==> config.mk <==
export PLATFORM = sky130hd
export DESIGN_NAME = cipher_uart_tx_flat
export DESIGN_NICKNAME = d
export VERILOG_FILES = /design/src/rtl/cipher_uart_tx_if.sv /design/src/rtl/cipher_uart_tx.sv /design/src/flat_wrapper.sv
export SDC_FILE = /design/constraint.sdc
export NUM_CORES = 1
export LEC_CHECK = 0
export CORE_MARGIN = 2
export CORE_UTILIZATION = 40
export DETAILED_ROUTE_END_ITERATION = 16
export DONT_BUFFER_PORTS = 1
export GPL_TIMING_DRIVEN = 0
export MAX_ROUTING_LAYER = met4
export SLEW_MARGIN = 20
export SYNTH_ARGS = -nofsm -noshare
export SYNTH_HDL_FRONTEND = slang
export SYNTH_SLANG_ARGS = --single-unit
==> constraint.sdc <==
create_clock -name clk -period 2.8 [get_ports clk]
set_clock_uncertainty 0.1 [all_clocks]
set_input_delay 0.42 -clock clk [delete_from_list [all_inputs] [get_ports clk]]
set_output_delay 0.42 -clock clk [all_outputs]
set_load 0.02 [all_outputs]
==> src/rtl/cipher_uart_tx_if.sv <==
// Valid/ready byte handshake between the cipher stage and the UART transmitter.
interface cipher_uart_tx_if #(
  parameter int N = 8
);
  logic         in_valid;
  logic [N-1:0] in_data;
  logic         in_ready;

  modport master (output in_valid, output in_data, input in_ready);
  modport slave  (input in_valid, input in_data, output in_ready);
endinterface

==> src/rtl/cipher_uart_tx.sv <==
// Buffers cipher bytes in a small FIFO and serialises them as 8N1-style UART frames
// (start bit, N data bits LSB-first, stop bit, no parity) on a single registered line.
module cipher_uart_tx #(
  parameter int N            = 8,
  parameter int DEPTH        = 4,
  parameter int CLKS_PER_BIT = 4
) (
  input  logic                           clk,
  input  logic                           reset,
  cipher_uart_tx_if.slave                in_if,
  output logic                           tx,
  output logic                           busy,
  output logic [$clog2(DEPTH+1)-1:0]     fifo_count,
  output logic                           overflow
);

  localparam int PW = $clog2(DEPTH);
  localparam int KW = $clog2(DEPTH + 1);
  localparam int CW = (CLKS_PER_BIT > 1) ? $clog2(CLKS_PER_BIT) : 1;
  localparam int BW = (N > 1) ? $clog2(N) : 1;

  localparam logic [CW-1:0] CNT_LAST = CW'(CLKS_PER_BIT - 1);
  localparam logic [BW-1:0] BIT_LAST = BW'(N - 1);
  localparam logic [KW-1:0] DEPTH_K  = KW'(DEPTH);

  typedef enum logic [1:0] {
    IDLE  = 2'd0,
    START = 2'd1,
    DATA  = 2'd2,
    STOP  = 2'd3
  } state_t;

  state_t        state_r, state_s;
  logic [CW-1:0] cnt_r, cnt_s;
  logic [BW-1:0] bit_r, bit_s;
  logic [N-1:0]  shift_r, shift_s;
  logic          tx_r, tx_s;
  logic          busy_r;
  logic          pop_s;
  logic          push_s;
  logic          ready_s;
  logic          has_data_s;
  logic          cnt_last_s;
  logic [KW-1:0] count_r;
  logic [PW-1:0] wr_ptr_r, rd_ptr_r;
  logic          overflow_r;
  logic [N-1:0]  mem_r [DEPTH];

  // A full FIFO refuses pushes even on an edge where the serializer pops.
  assign ready_s        = (count_r < DEPTH_K);
  assign push_s         = in_if.in_valid && ready_s;
  assign has_data_s     = (count_r != {KW{1'b0}});
  assign cnt_last_s     = (cnt_r == CNT_LAST);
  assign in_if.in_ready = ready_s;
  assign tx             = tx_r;
  assign busy           = busy_r;
  assign fifo_count     = count_r;
  assign overflow       = overflow_r;

  // Serializer next-state, counters, shift register and next line level.
  always_comb begin
    state_s = state_r;
    cnt_s   = cnt_r;
    bit_s   = bit_r;
    shift_s = shift_r;
    tx_s    = tx_r;
    pop_s   = 1'b0;
    case (state_r)
      IDLE: begin
        if (has_data_s) begin
          pop_s   = 1'b1;
          shift_s = mem_r[rd_ptr_r];
          state_s = START;
          cnt_s   = {CW{1'b0}};
          tx_s    = 1'b0;
        end else begin
          tx_s    = 1'b1;
        end
      end
      START: begin
        if (cnt_last_s) begin
          state_s = DATA;
          cnt_s   = {CW{1'b0}};
          bit_s   = {BW{1'b0}};
          tx_s    = shift_r[0];
        end else begin
          cnt_s   = cnt_r + CW'(1'b1);
        end
      end
      DATA: begin
        if (cnt_last_s) begin
          cnt_s = {CW{1'b0}};
          if (bit_r == BIT_LAST) begin
            state_s = STOP;
            tx_s    = 1'b1;
          end else begin
            shift_s = {1'b0, shift_r[N-1:1]};
            bit_s   = bit_r + BW'(1'b1);
            tx_s    = shift_r[1];
          end
        end else begin
          cnt_s = cnt_r + CW'(1'b1);
        end
      end
      STOP: begin
        if (cnt_last_s) begin
          cnt_s = {CW{1'b0}};
          // Chain straight into the next start bit so queued bytes leave no idle gap.
          if (has_data_s) begin
            pop_s   = 1'b1;
            shift_s = mem_r[rd_ptr_r];
            state_s = START;
            tx_s    = 1'b0;
          end else begin
            state_s = IDLE;
            tx_s    = 1'b1;
          end
        end else begin
          cnt_s = cnt_r + CW'(1'b1);
        end
      end
      default: begin
        state_s = IDLE;
        cnt_s   = {CW{1'b0}};
        bit_s   = {BW{1'b0}};
        tx_s    = 1'b1;
      end
    endcase
  end

  // Serializer state register and registered line/busy outputs.
  always_ff @(posedge clk or posedge reset) begin
    if (reset) begin
      state_r <= IDLE;
      cnt_r   <= {CW{1'b0}};
      bit_r   <= {BW{1'b0}};
      shift_r <= {N{1'b0}};
      tx_r    <= 1'b1;
      busy_r  <= 1'b0;
    end else begin
      state_r <= state_s;
      cnt_r   <= cnt_s;
      bit_r   <= bit_s;
      shift_r <= shift_s;
      tx_r    <= tx_s;
      busy_r  <= (state_s != IDLE);
    end
  end

  // FIFO pointers, occupancy and the sticky overflow flag.
  always_ff @(posedge clk or posedge reset) begin
    if (reset) begin
      wr_ptr_r   <= {PW{1'b0}};
      rd_ptr_r   <= {PW{1'b0}};
      count_r    <= {KW{1'b0}};
      overflow_r <= 1'b0;
    end else begin
      if (push_s) begin
        wr_ptr_r <= wr_ptr_r + PW'(1'b1);
      end
      if (pop_s) begin
        rd_ptr_r <= rd_ptr_r + PW'(1'b1);
      end
      if (push_s && !pop_s) begin
        count_r <= count_r + KW'(1'b1);
      end else if (pop_s && !push_s) begin
        count_r <= count_r - KW'(1'b1);
      end else begin
        count_r <= count_r;
      end
      if (in_if.in_valid && !ready_s) begin
        overflow_r <= 1'b1;
      end
    end
  end

  // FIFO storage; contents are don't-care until written, so no reset.
  always_ff @(posedge clk) begin
    if (push_s) begin
      mem_r[wr_ptr_r] <= in_if.in_data;
    end
  end

endmodule

==> src/flat_wrapper.sv <==
// flat-port wrapper written by rule: the top's interface ports become plain ports
module cipher_uart_tx_flat 
#(
  parameter int N            = 8,
  parameter int DEPTH        = 4,
  parameter int CLKS_PER_BIT = 4
)
  (clk, reset, tx, busy, fifo_count, overflow, in_if_in_valid, in_if_in_data, in_if_in_ready);
  cipher_uart_tx_if #(.N(N)) in_if_i ();
  input  logic clk;
  input  logic reset;
  output logic tx;
  output logic busy;
  output logic [$clog2(DEPTH+1)-1:0] fifo_count;
  output logic overflow;
  input wire logic [$bits(in_if_i.in_valid)-1:0] in_if_in_valid;
  input wire logic [$bits(in_if_i.in_data)-1:0] in_if_in_data;
  output wire logic [$bits(in_if_i.in_ready)-1:0] in_if_in_ready;
  assign in_if_i.in_valid = in_if_in_valid;
  assign in_if_i.in_data = in_if_in_data;
  assign in_if_in_ready = in_if_i.in_ready;
  cipher_uart_tx #(.N(N), .DEPTH(DEPTH), .CLKS_PER_BIT(CLKS_PER_BIT)) u_core (.clk(clk), .reset(reset), .in_if(in_if_i), .tx(tx), .busy(busy), .fifo_count(fifo_count), .overflow(overflow));
endmodule
==> results of run 1 <==
## registers in the layout (all words and copies together), names as in the netlist
name	flops
u_core.busy	1
u_core.mem_r	32
u_core.bit_r	3
u_core.cnt_r	2
u_core.overflow	1
u_core.rd_ptr_r	2
u_core.shift_r	8
u_core.fifo_count	3
u_core.state_r	2
u_core.tx	1
u_core.wr_ptr_r	2
## cells by family (layout without fill, tap and decap cells)
| kind of cell | count (synthesis) | in the layout | share of synthesized area [%] |
|---|---|---|---|
| flip-flops | 57 | 57 | 61.0 |
| multiplexers | 10 | 10 | 7.78 |
| XOR/XNOR | 6 | 6 | 2.02 |
| AND/OR/NAND/NOR | 50 | 50 | 9.32 |
| adder cells (fa/ha/maj) | 14 | 14 | 7.01 |
| AO/OA/AOI/OAI | 32 | 32 | 9.51 |
| buffers and inverters | 21 | 37 | 3.41 |
## worst min-delay path by stage
stage,start,endpoint,cells past startpoint
after global routing,reset,u_core.overflow$_DFFE_PP0P_,1
final,reset,u_core.overflow$_DFFE_PP0P_,1
after detailed placement,u_core.shift_r[7]$_DFFE_PP0P_,u_core.shift_r[7]$_DFFE_PP0P_,1
after CTS,in_if_in_data[0],u_core.mem_r[0][0]$_DFFE_PP_,0
after global placement,u_core.shift_r[7]$_DFFE_PP0P_,u_core.shift_r[7]$_DFFE_PP0P_,1
after floorplan,reset,u_core.bit_r[0]$_DFFE_PP0P_,1
## worst max-delay path, cell delays in order, from the launching register on
cell	delay [ns]
dfrtp_1	0.38
ha_1	0.20
buf_2	0.26
a21oi_1	0.10
nor3_1	0.33
inv_1	0.08
ha_1	0.21
inv_1	0.07
fa_1	0.39
mux2_2	0.26
## Yosys cell counts (all sizes together), types with 2 or more instances
cell type  count
edfxtp        32
nor3           9
a21o           2
nand2         11
a22oi          3
clkbuf         3
dfrtp         24
inv           15
ha            13
a21oi          2
o21ai         10
nor2          15
mux2           2
or2            2
buf            3
xnor2          4
xor2           2
and2b          2
mux4           8
and2           4
nand3          3
o22ai          2
o32ai          7
## final cells by class
class	instances	area [um^2]
buffer	6	32.5
inverter	15	56.3
fill	580	3360
clock inverter	7	128
tap	77	96.3
clock buffer	9	124
sequential	57	1590
multi-input combinational	112	928
## through the flow
| step | total power (W) | setup WS [ns] | cell area, um^2 | hold WS, ns |
|---|---|---|---|---|
| finish | 0.00355 | 0.299 | 2950 | -0.0511 |
| global placement | 0.00259 | 0.285 | 2700 | 0.376 |
| CTS | 0.00359 | 0.273 | 2950 | 0.0684 |
| floorplan | 0.00235 | 0.527 | 2610 | 0.347 |
| detailed placement | 0.00262 | 0.281 | 2700 | 0.386 |
| global route | 0.00381 | 0.0560 | 2950 | 0.00607 |
## routing by layer
layer	vias up	share of wire, %	GRT usage (%)
li1	719	-	-
met1	718	45	17.0
met2	30	49	21.7
met3	7	4.5	4.52
met4	0	1.5	6.49
met5	-	0	-
## power by group
part	switching, W	internal [W]	leakage (nW)
Sequential	0.000199	0.00114	0.583
Combinational	0.000684	0.000559	0.415
Clock	0.000366	0.000602	0.126
==> flow_summary.ini, run 1 <==
[cells_and_area]
antenna_cells = 0
area_growth_pct = 13.4
final_common_cell = edfxtp_1
layout_common_cells = edfxtp_1, dfrtp_1, nor2_1
layout.cells.non_filler = 283
final_util_pct = 46.8
drive_gt1_share_pct = 17.5
nets = 226

[clocking]
ctsRootBufferMaster = clkbuf_8
clkSinkCount = 57
clkLatencyLatePin_ns = 0.33
cts.clk_slew.worst_paths_ns = 0.07
clock_path_buffers = 2
cts_hold_buf = 0
cts-buffers-inserted = 9
tritoncts = built
cts_resized = 0
post-cts-setup-buffers = 0
htree_levels = 3

[drt]
drc = 0
wl_per_cell_um = 15.3
routed_wl_um = 4340
drtIter0Drc = 74
antenna_left = 0
via_per_inst = 5.21
drtPass1Iterations = 6
vias = 1474

[floorplan]
die-area_um2 = 7170
die_height_um = 84.7
rows = 29
ios = 18
die_x_um = 84.7
start_util_pct = 41.3
coreArea_um2 = 6310

[job]
maxCapViolations = 0

[grt]
gr-usage-all-layers_pct = 14.1
grt_max_degree = 26
grt_pass1_wl_um = 7560
grt.overflow.total = 0
antenna_found_initial = 0
grt_pass1_vias = 1602

[yosys]
synthCells = 190
yosys_warnings = 0
syn_nets = 215
yosysTopAreaCellShare_pct = 36.9
synth_top_cell_by_area = edfxtp_1
syn_area_um2 = 2600
synth-edff-count = 32
ys_seq_elements = 57
synthFlopType = edfxtp_1
async_reset_ff_share_pct = 43.9
synth.avg_cell_area_um2 = 13.7
synth_area_leaders = edfxtp_1, dfrtp_1, mux4_2, ha_1, o32ai_1
synth.distinct_cells = 42
yosysSeqAreaShare_pct = 61.0

[sta]
tightest_slew_ns = 0.896
finalHoldViolCount = 24
whs_ns = -0.0511
slew_viol_final = 0
timing.fmax_mhz = 400
period_share_pct = 89.3
fin_setup_tns_ns = 0
setup_viol = 0
period_minus_slack_ns = 2.50
slew_headroom_pct = 39.9
rsz0062_at_grt = false

[power]
ir_worst_vdd_uv = 521
p_per_area_nw_per_um2 = 1200
leakagePower_nw = 1.12

[placed_design]
port_buffers = 0
place_inst = 267
place_hpwl_um = 2920
gp_congestion = 0.747

[hold_path]
hold_class = in -> async

[setup_path]
r2r_end = u_core.fifo_count[1]$_DFFE_PP0P_
cp.required_ns = 2.92
reg2reg_from = u_core.cnt_r[0]$_DFFE_PP0P_
arrival_ns = 2.62
reg2reg_depth = 9
path_class = reg -> reg
r2r_slack_ns = 0.30
start_kind = flip-flop
critPathCapture = u_core.fifo_count[1]$_DFFE_PP0P_
worstPathMaxFanout = 10
crit_start = u_core.cnt_r[0]$_DFFE_PP0P_
end_kind = flip-flop

[run_status]
violations = negative hold slack
status = finished with violations
No activity file was read; power rests on OpenSTA's default activity.
==> run 2, diff against run 1 <==
==> constraint.sdc (replaced) <==
create_clock -name clk -period 2.8 [get_ports clk]
set_clock_uncertainty 0.1 [all_clocks]
set_input_delay 0.42 -clock clk [delete_from_list [all_inputs] [get_ports clk]]
set_output_delay 0.42 -clock clk [all_outputs]
set_load 0.05 [all_outputs]
==> results of run 2 <==
Same layout as run 1 (identical final DEF). Status: finished with violations: negative hold slack.
Main changes from that run: setup slack after placement 0.281 ns -> 0.196 ns; setup slack after layout 0.299 ns -> 0.225 ns; start point of the critical path u_core.cnt_r[0]$_DFFE_PP0P_ -> u_core.fifo_count[0]$_DFFE_PP0P_; register-to-register setup slack 0.30 ns -> 0.23 ns; total power 0.00355 W -> 0.00365 W; worst IR drop on VDD 521 uV -> 594 uV
